`src/rtl/bcd_add_controller.sv`:
```
// Command sequencer for the lab-2 BCD-add datapath: debounces the enter button and
// walks init/load/display commands over a sticky level request/acknowledge handshake.
module bcd_add_controller #(
    parameter int unsigned DEBOUNCE_CYCLES = 4,
    parameter int unsigned ACK_TIMEOUT     = 15
) (
    input  logic       clock,
    input  logic       reset,
    input  logic       enter,
    output logic       init,
    output logic       load_a,
    output logic       load_b,
    output logic       display_a,
    output logic       display_b,
    output logic       display_ls,
    output logic       display_ms,
    input  logic       init_ack,
    input  logic       load_a_ack,
    input  logic       load_b_ack,
    input  logic       display_a_ack,
    input  logic       display_b_ack,
    input  logic       display_ls_ack,
    input  logic       display_ms_ack,
    output logic [2:0] phase,
    output logic       error
);

    localparam logic [15:0] DB_LIMIT = 16'(DEBOUNCE_CYCLES);
    localparam logic [7:0]  TO_LIMIT = 8'(ACK_TIMEOUT);

    // Request vector bit positions
    localparam int unsigned R_INIT = 0;
    localparam int unsigned R_LA   = 1;
    localparam int unsigned R_LB   = 2;
    localparam int unsigned R_DA   = 3;
    localparam int unsigned R_DB   = 4;
    localparam int unsigned R_LS   = 5;
    localparam int unsigned R_MS   = 6;

    typedef enum logic [3:0] {
        S_REQ_INIT,
        S_WAIT_A,
        S_REQ_LOAD_A,
        S_REQ_DISP_A,
        S_WAIT_B,
        S_REQ_LOAD_B,
        S_REQ_DISP_B,
        S_WAIT_LS,
        S_REQ_DISP_LS,
        S_WAIT_MS,
        S_REQ_DISP_MS,
        S_ERROR
    } state_t;

    state_t      state_q, state_d;
    logic        sync1, sync2;
    logic [15:0] db_count;
    logic        db_level, db_level_d;
    logic        press;
    logic [6:0]  req_q, req_d;
    logic [7:0]  to_count;
    logic        ack_sel;
    logic        in_req;
    logic        accept;
    logic        timeout;

    // Button path: synchronizer, debounce counter, rising-edge detector
    always_ff @(posedge clock) begin
        if (reset) begin
            sync1      <= 1'b0;
            sync2      <= 1'b0;
            db_count   <= '0;
            db_level   <= 1'b0;
            db_level_d <= 1'b0;
        end else begin
            sync1 <= enter;
            sync2 <= sync1;
            if (!sync2) begin
                db_count <= '0;
            end else if (db_count != DB_LIMIT) begin
                db_count <= db_count + 16'd1;
            end
            db_level   <= (db_count == DB_LIMIT);
            db_level_d <= db_level;
        end
    end

    assign press = db_level & ~db_level_d;

    // Only the ack matching the current request is ever looked at
    always_comb begin
        ack_sel = 1'b0;
        case (state_q)
            S_REQ_INIT:    ack_sel = init_ack;
            S_REQ_LOAD_A:  ack_sel = load_a_ack;
            S_REQ_DISP_A:  ack_sel = display_a_ack;
            S_REQ_LOAD_B:  ack_sel = load_b_ack;
            S_REQ_DISP_B:  ack_sel = display_b_ack;
            S_REQ_DISP_LS: ack_sel = display_ls_ack;
            S_REQ_DISP_MS: ack_sel = display_ms_ack;
            default:       ack_sel = 1'b0;
        endcase
    end

    // to_count is zero exactly in the first cycle a request is visible, which
    // masks an ack left high from the previous command.
    assign in_req  = (req_q != '0);
    assign accept  = in_req && (to_count != '0) && ack_sel;
    assign timeout = in_req && !accept && (to_count == TO_LIMIT);

    always_comb begin
        state_d = state_q;
        case (state_q)
            S_REQ_INIT: begin
                if (accept)       state_d = S_WAIT_A;
                else if (timeout) state_d = S_ERROR;
            end
            S_WAIT_A: begin
                if (press) state_d = S_REQ_LOAD_A;
            end
            S_REQ_LOAD_A: begin
                if (accept)       state_d = S_REQ_DISP_A;
                else if (timeout) state_d = S_ERROR;
            end
            S_REQ_DISP_A: begin
                if (accept)       state_d = S_WAIT_B;
                else if (timeout) state_d = S_ERROR;
            end
            S_WAIT_B: begin
                if (press) state_d = S_REQ_LOAD_B;
            end
            S_REQ_LOAD_B: begin
                if (accept)       state_d = S_REQ_DISP_B;
                else if (timeout) state_d = S_ERROR;
            end
            S_REQ_DISP_B: begin
                if (accept)       state_d = S_WAIT_LS;
                else if (timeout) state_d = S_ERROR;
            end
            S_WAIT_LS: begin
                if (press) state_d = S_REQ_DISP_LS;
            end
            S_REQ_DISP_LS: begin
                if (accept)       state_d = S_WAIT_MS;
                else if (timeout) state_d = S_ERROR;
            end
            S_WAIT_MS: begin
                if (press) state_d = S_REQ_DISP_MS;
            end
            S_REQ_DISP_MS: begin
                if (accept)       state_d = S_WAIT_A;
                else if (timeout) state_d = S_ERROR;
            end
            S_ERROR: state_d = S_ERROR;
            default: state_d = S_ERROR;
        endcase
    end

    // Requests are registered from the next state so they move on the same edge as the FSM
    always_comb begin
        req_d = '0;
        case (state_d)
            S_REQ_INIT:    req_d[R_INIT] = 1'b1;
            S_REQ_LOAD_A:  req_d[R_LA]   = 1'b1;
            S_REQ_DISP_A:  req_d[R_DA]   = 1'b1;
            S_REQ_LOAD_B:  req_d[R_LB]   = 1'b1;
            S_REQ_DISP_B:  req_d[R_DB]   = 1'b1;
            S_REQ_DISP_LS: req_d[R_LS]   = 1'b1;
            S_REQ_DISP_MS: req_d[R_MS]   = 1'b1;
            default:       req_d         = '0;
        endcase
    end

    always_ff @(posedge clock) begin
        if (reset) begin
            state_q  <= S_REQ_INIT;
            req_q    <= '0;
            to_count <= '0;
        end else begin
            state_q <= state_d;
            req_q   <= req_d;
            if (req_d == '0 || req_d != req_q) begin
                to_count <= '0;
            end else if (to_count != 8'hFF) begin
                to_count <= to_count + 8'd1;
            end
        end
    end

    always_comb begin
        phase = 3'd0;
        case (state_q)
            S_REQ_INIT:                               phase = 3'd0;
            S_WAIT_A, S_REQ_LOAD_A, S_REQ_DISP_A:     phase = 3'd1;
            S_WAIT_B, S_REQ_LOAD_B, S_REQ_DISP_B:     phase = 3'd2;
            S_WAIT_LS, S_REQ_DISP_LS:                 phase = 3'd3;
            S_WAIT_MS, S_REQ_DISP_MS:                 phase = 3'd4;
            default:                                  phase = 3'd7;
        endcase
    end

    assign error      = (state_q == S_ERROR);
    assign init       = req_q[R_INIT];
    assign load_a     = req_q[R_LA];
    assign load_b     = req_q[R_LB];
    assign display_a  = req_q[R_DA];
    assign display_b  = req_q[R_DB];
    assign display_ls = req_q[R_LS];
    assign display_ms = req_q[R_MS];

endmodule

```
`config.mk`:
```
export PLATFORM = sky130hd
export DESIGN_NAME = bcd_add_controller
export DESIGN_NICKNAME = d
export VERILOG_FILES = /design/src/rtl/bcd_add_controller.sv
export SDC_FILE = /design/constraint.sdc
export NUM_CORES = 1
export LEC_CHECK = 0
export ABC_CLOCK_PERIOD_IN_PS = 6940
export CAP_MARGIN = 30
export CORE_MARGIN = 2
export CORE_UTILIZATION = 41
export DETAILED_ROUTE_END_ITERATION = 7
export PLACE_DENSITY = 0.69
export SLEW_MARGIN = 20
export SYNTH_ARGS = -nofsm -noshare
export SYNTH_HDL_FRONTEND = slang
export SYNTH_SLANG_ARGS = --single-unit
```
`constraint.sdc`:
```
create_clock -name clock -period 6.94 [get_ports clock]
set_input_delay 2.082 -clock clock [delete_from_list [all_inputs] [get_ports clock]]
set_output_delay 2.082 -clock clock [all_outputs]
set_load 0.03 [all_outputs]
```
==> flow_summary.toml <==
[logic_synthesis]
synth-compound-area-share = 0.175
number_of_synthesis_warnings = 0
post_synth_cell_types = 61
mappedNetlistArea_sq_um = 2380
share_of_yosys_cell_area_claimed_by_the_top_area_cell_type = 0.353
synthesis.instances = 282
largest_family_of_logic_cells_by_synthesized_area = "simple AND/OR/NAND/NOR gates"
synth-seq-cells = 42
synth.avg_cell_area_sq_um = 8.45
synth_simple_gate_area_frac = 0.304
synth_top_area_cell = "sky130_fd_sc_hd__dfxtp_1"
synth_flop_cell = "sky130_fd_sc_hd__dfxtp_1"
asyncSetResetFlopFracSynth = 0
mappedNetlistNets = 298
synthTopCellsByArea = "sky130_fd_sc_hd__dfxtp_1 35%, sky130_fd_sc_hd__nor2_1 5.5%, sky130_fd_sc_hd__xor2_1 5.1%"
synth_fa_ha_area_frac = 0.0315
synth.area.mux_share = 0.0147
synth_edf_count = 0
sequential_share_of_the_synthesized_area = 0.353
xor_xnor_fraction_of_synth_area = 0.0699

[critical_path]
endpoint_kind = "flip-flop"
worst-setup-path-type = "in2reg"
critical_path.startpoint_type = "input port"
worst_r2r_path_depth = 9
rr_startpoint = "state_q[2]"
crit_fanout = 12
cp.arrival_ns = 5.06
reg2reg_to = "to_count[7]"
rrSetupSlack_ns = 3.45
cp.required_ns = 7.13

[timing]
worst_slack_ns = 2.08
grt_setup_unrepaired = "false"
finalMaxSlewViolations = 0
final.min_clock_period_ns = 4.86
setup_viol = 0
slew_headroom = 0.562
totalNegativeSetupSlack_ns = 0
achievable-frequency_ghz = 0.206
timing_worst_slew_pin_value_ns = 0.656
layout_worst_path_cycle_share = 0.701
report.final.hold_viol_count = 0
timing.clock.skew_ns = 0.00447

[clock_tree]
cts-buffers-inserted = 5
tritoncts = "yes"
hold_buffers = 0
clk_root_buffer_cell = "sky130_fd_sc_hd__clkbuf_8"
clkTransAtPathRegs_ns = 0.08
cts_setup_buffers = 0
ctsLongestPathBuffers = 2
cts_resized = 0
clk_latency_ns = 0.28
htree_levels = 2
cts_sinks = 42

[power]
irDropWorstVdd_uv = 147
cellPowerDensity_nw_per_um2 = 245
static-leakage-power_nw = 0.950

[detailed_routing]
vias_per_cell = 5.37
num_vias = 1983
first_iter_violations = 109
detail_route.drc_violations = 0
drt_pre_antenna_iters = 4
final_antenna_net_count = 0
route.final.wire_length_mm = 4.79
post_drt_wl_per_cell_um = 13.0

[cells_and_area]
final_layout_size_suffix_gt1_frac = 0.0640
fillerInstances = 554
layout.nets = 312
area_growth_syn_to_layout_pct = 14.0
final-instance-count-excl-fill = 369
antenna_diodes = 0
final_core_util = 0.487

[grt]
grt_pass1_wl_mm = 8.49
overall_routing_resource_usage = 0.163
grt_pass1_vias = 1871
grt_start_max_net_pins = 22
remaining_global_route_overflow = 0
antenna_violations_before_repair = 0

[worst_hold_path]
worstHoldStart = "sync1"
hold_end = "sync2"
hold-path-cell-count = 1
hold_class = "reg2reg"

[floorplanning]
placementRows = 27
floorplan.initialDensity = 0.427
core_area_sq_um = 5570
die_area_sq_um = 6440
die_w_um = 80.2
io-pin-count = 21
die-height_um = 80.2

[placement]
placement.setup.worst_slack_ns = 1.78
place_congestion = 0.860
dp_cells = 361
portBuffers = 20
place_hpwl_mm = 3.55

[outcome]
run_status = "complete, no violations"

[job]
drv_cap = 0
==> report_power, final <==
group | switching [W] | internal [W]
registers | 0.0000202 | 0.000254
clock network | 0.0000802 | 0.000107
logic | 0.000114 | 0.0000881
==> metal layers <==
| metal | vias to the layer above | global-route usage | part of all wire |
|---|---|---|---|
| met2 | 30 | 0.291 | 0.50 |
| met5 | - | 0 | 0 |
| li1 | 1033 | - | - |
| met1 | 918 | 0.203 | 0.46 |
| met3 | 2 | 0.0270 | 0.034 |
| met4 | 0 | 0.0407 | 0.0038 |
==> cell usage in the layout (no fill, tap or decap), types with 3 or more instances in the layout <==
| cell | instances |
|---|---|
| sky130_fd_sc_hd__dfxtp_1 | 42 |
| sky130_fd_sc_hd__nor2_1 | 35 |
| sky130_fd_sc_hd__nand2_1 | 20 |
| sky130_fd_sc_hd__clkdlybuf4s50_1 | 20 |
| sky130_fd_sc_hd__inv_1 | 15 |
| sky130_fd_sc_hd__xor2_1 | 14 |
| sky130_fd_sc_hd__nand3_1 | 13 |
| sky130_fd_sc_hd__nor3_1 | 13 |
| sky130_fd_sc_hd__a21oi_1 | 8 |
| sky130_fd_sc_hd__o21ai_0 | 8 |
| sky130_fd_sc_hd__nand2b_1 | 7 |
| sky130_fd_sc_hd__nor2b_1 | 6 |
| sky130_fd_sc_hd__and3_1 | 6 |
| sky130_fd_sc_hd__ha_1 | 6 |
| sky130_fd_sc_hd__nand3b_1 | 5 |
| sky130_fd_sc_hd__xnor2_1 | 5 |
| sky130_fd_sc_hd__clkbuf_8 | 5 |
| sky130_fd_sc_hd__a31oi_1 | 4 |
| sky130_fd_sc_hd__o211ai_1 | 4 |
| sky130_fd_sc_hd__nor4_1 | 4 |
| sky130_fd_sc_hd__a211oi_1 | 4 |
| sky130_fd_sc_hd__nor4bb_1 | 3 |
| sky130_fd_sc_hd__nand4_1 | 3 |
| sky130_fd_sc_hd__or3_1 | 3 |
==> final cells by class <==
| class | count | area [sq um] | area share |
|---|---|---|---|
| clock buffer | 6 | 72.6 | 0.0267 |
| clock inverter | 2 | 37.5 | 0.0138 |
| inverter | 15 | 56.3 | 0.0207 |
| multi-input combinational | 212 | 1420 | 0.522 |
| sequential | 42 | 841 | 0.310 |
| tap | 72 | 90.1 | 0.0332 |
| timing repair buffer | 20 | 200 | 0.0737 |
==> cells in the mapped netlist, drive strengths merged (2+ instances only) <==
cell	instances
a2111oi	2
a211oi	4
a21oi	8
a22oi	2
a311o	2
a311oi	2
a31oi	4
and3	6
buf	8
clkbuf	5
dfxtp	42
ha	6
inv	15
mux2i	2
nand2	20
nand2b	8
nand3	13
nand3b	5
nand4	3
nand4b	2
nor2	36
nor2b	6
nor3	13
nor4	6
nor4bb	3
o211a	2
o211ai	4
o21a	2
o21ai	9
o22a	2
or2	2
or3	3
xnor2	5
xor2	14
==> critical path, cell delays in order <==
cell                              delay [ns]
sky130_fd_sc_hd__clkdlybuf4s50_1        0.44
sky130_fd_sc_hd__or4b_1                 0.43
sky130_fd_sc_hd__o211a_1                0.16
sky130_fd_sc_hd__o211a_1                0.25
sky130_fd_sc_hd__o211ai_1               0.21
sky130_fd_sc_hd__a32o_1                 0.41
sky130_fd_sc_hd__nand2_1                0.17
sky130_fd_sc_hd__o22a_1                 0.20
sky130_fd_sc_hd__a311o_4                0.43
sky130_fd_sc_hd__a2111oi_4              0.27
==> state kept, by name, summed over array words and instances, names as in the netlist <==
signal,flops
to_count,8
sync2,1
req_q,7
phase,3
db_count,16
db_level,1
sync1,1
db_level_d,1
state_q,4
==> per-stage QoR <==
| stage | hold slack, ns | cell area (sq um) | power, W |
|---|---|---|---|
| after floorplan | 0.414 | 2380 | 0.000445 |
| after CTS | 0.460 | 2720 | 0.000672 |
| after detailed placement | 0.449 | 2610 | 0.000483 |
| after global routing | 0.479 | 2720 | 0.000707 |
| final | 0.458 | 2720 | 0.000665 |
| after global placement | 0.417 | 2610 | 0.000481 |
==> worst max path at each step <==
stage,from,endpoint,slack [ns],cells past startpoint
finish,init_ack,to_count[3],2.08,10
floorplan,init_ack,to_count[3],2.49,10
CTS,init_ack,to_count[6],2.09,10
global placement,init_ack,to_count[6],1.86,10
global route,init_ack,to_count[7],1.90,10
detailed placement,init_ack,to_count[6],1.78,10
==> cells by family after synthesis <==
| family | count (synthesis) |
|---|---|
| and+or+nand+nor | 133 |
| AOI/OAI and AO/OA | 51 |
| DFF | 42 |
| buffers and inverters | 28 |
| xor gates and xnor gates | 19 |
| adders and majority gates | 6 |
| muxes | 3 |
(Power assumes the default switching activity.)
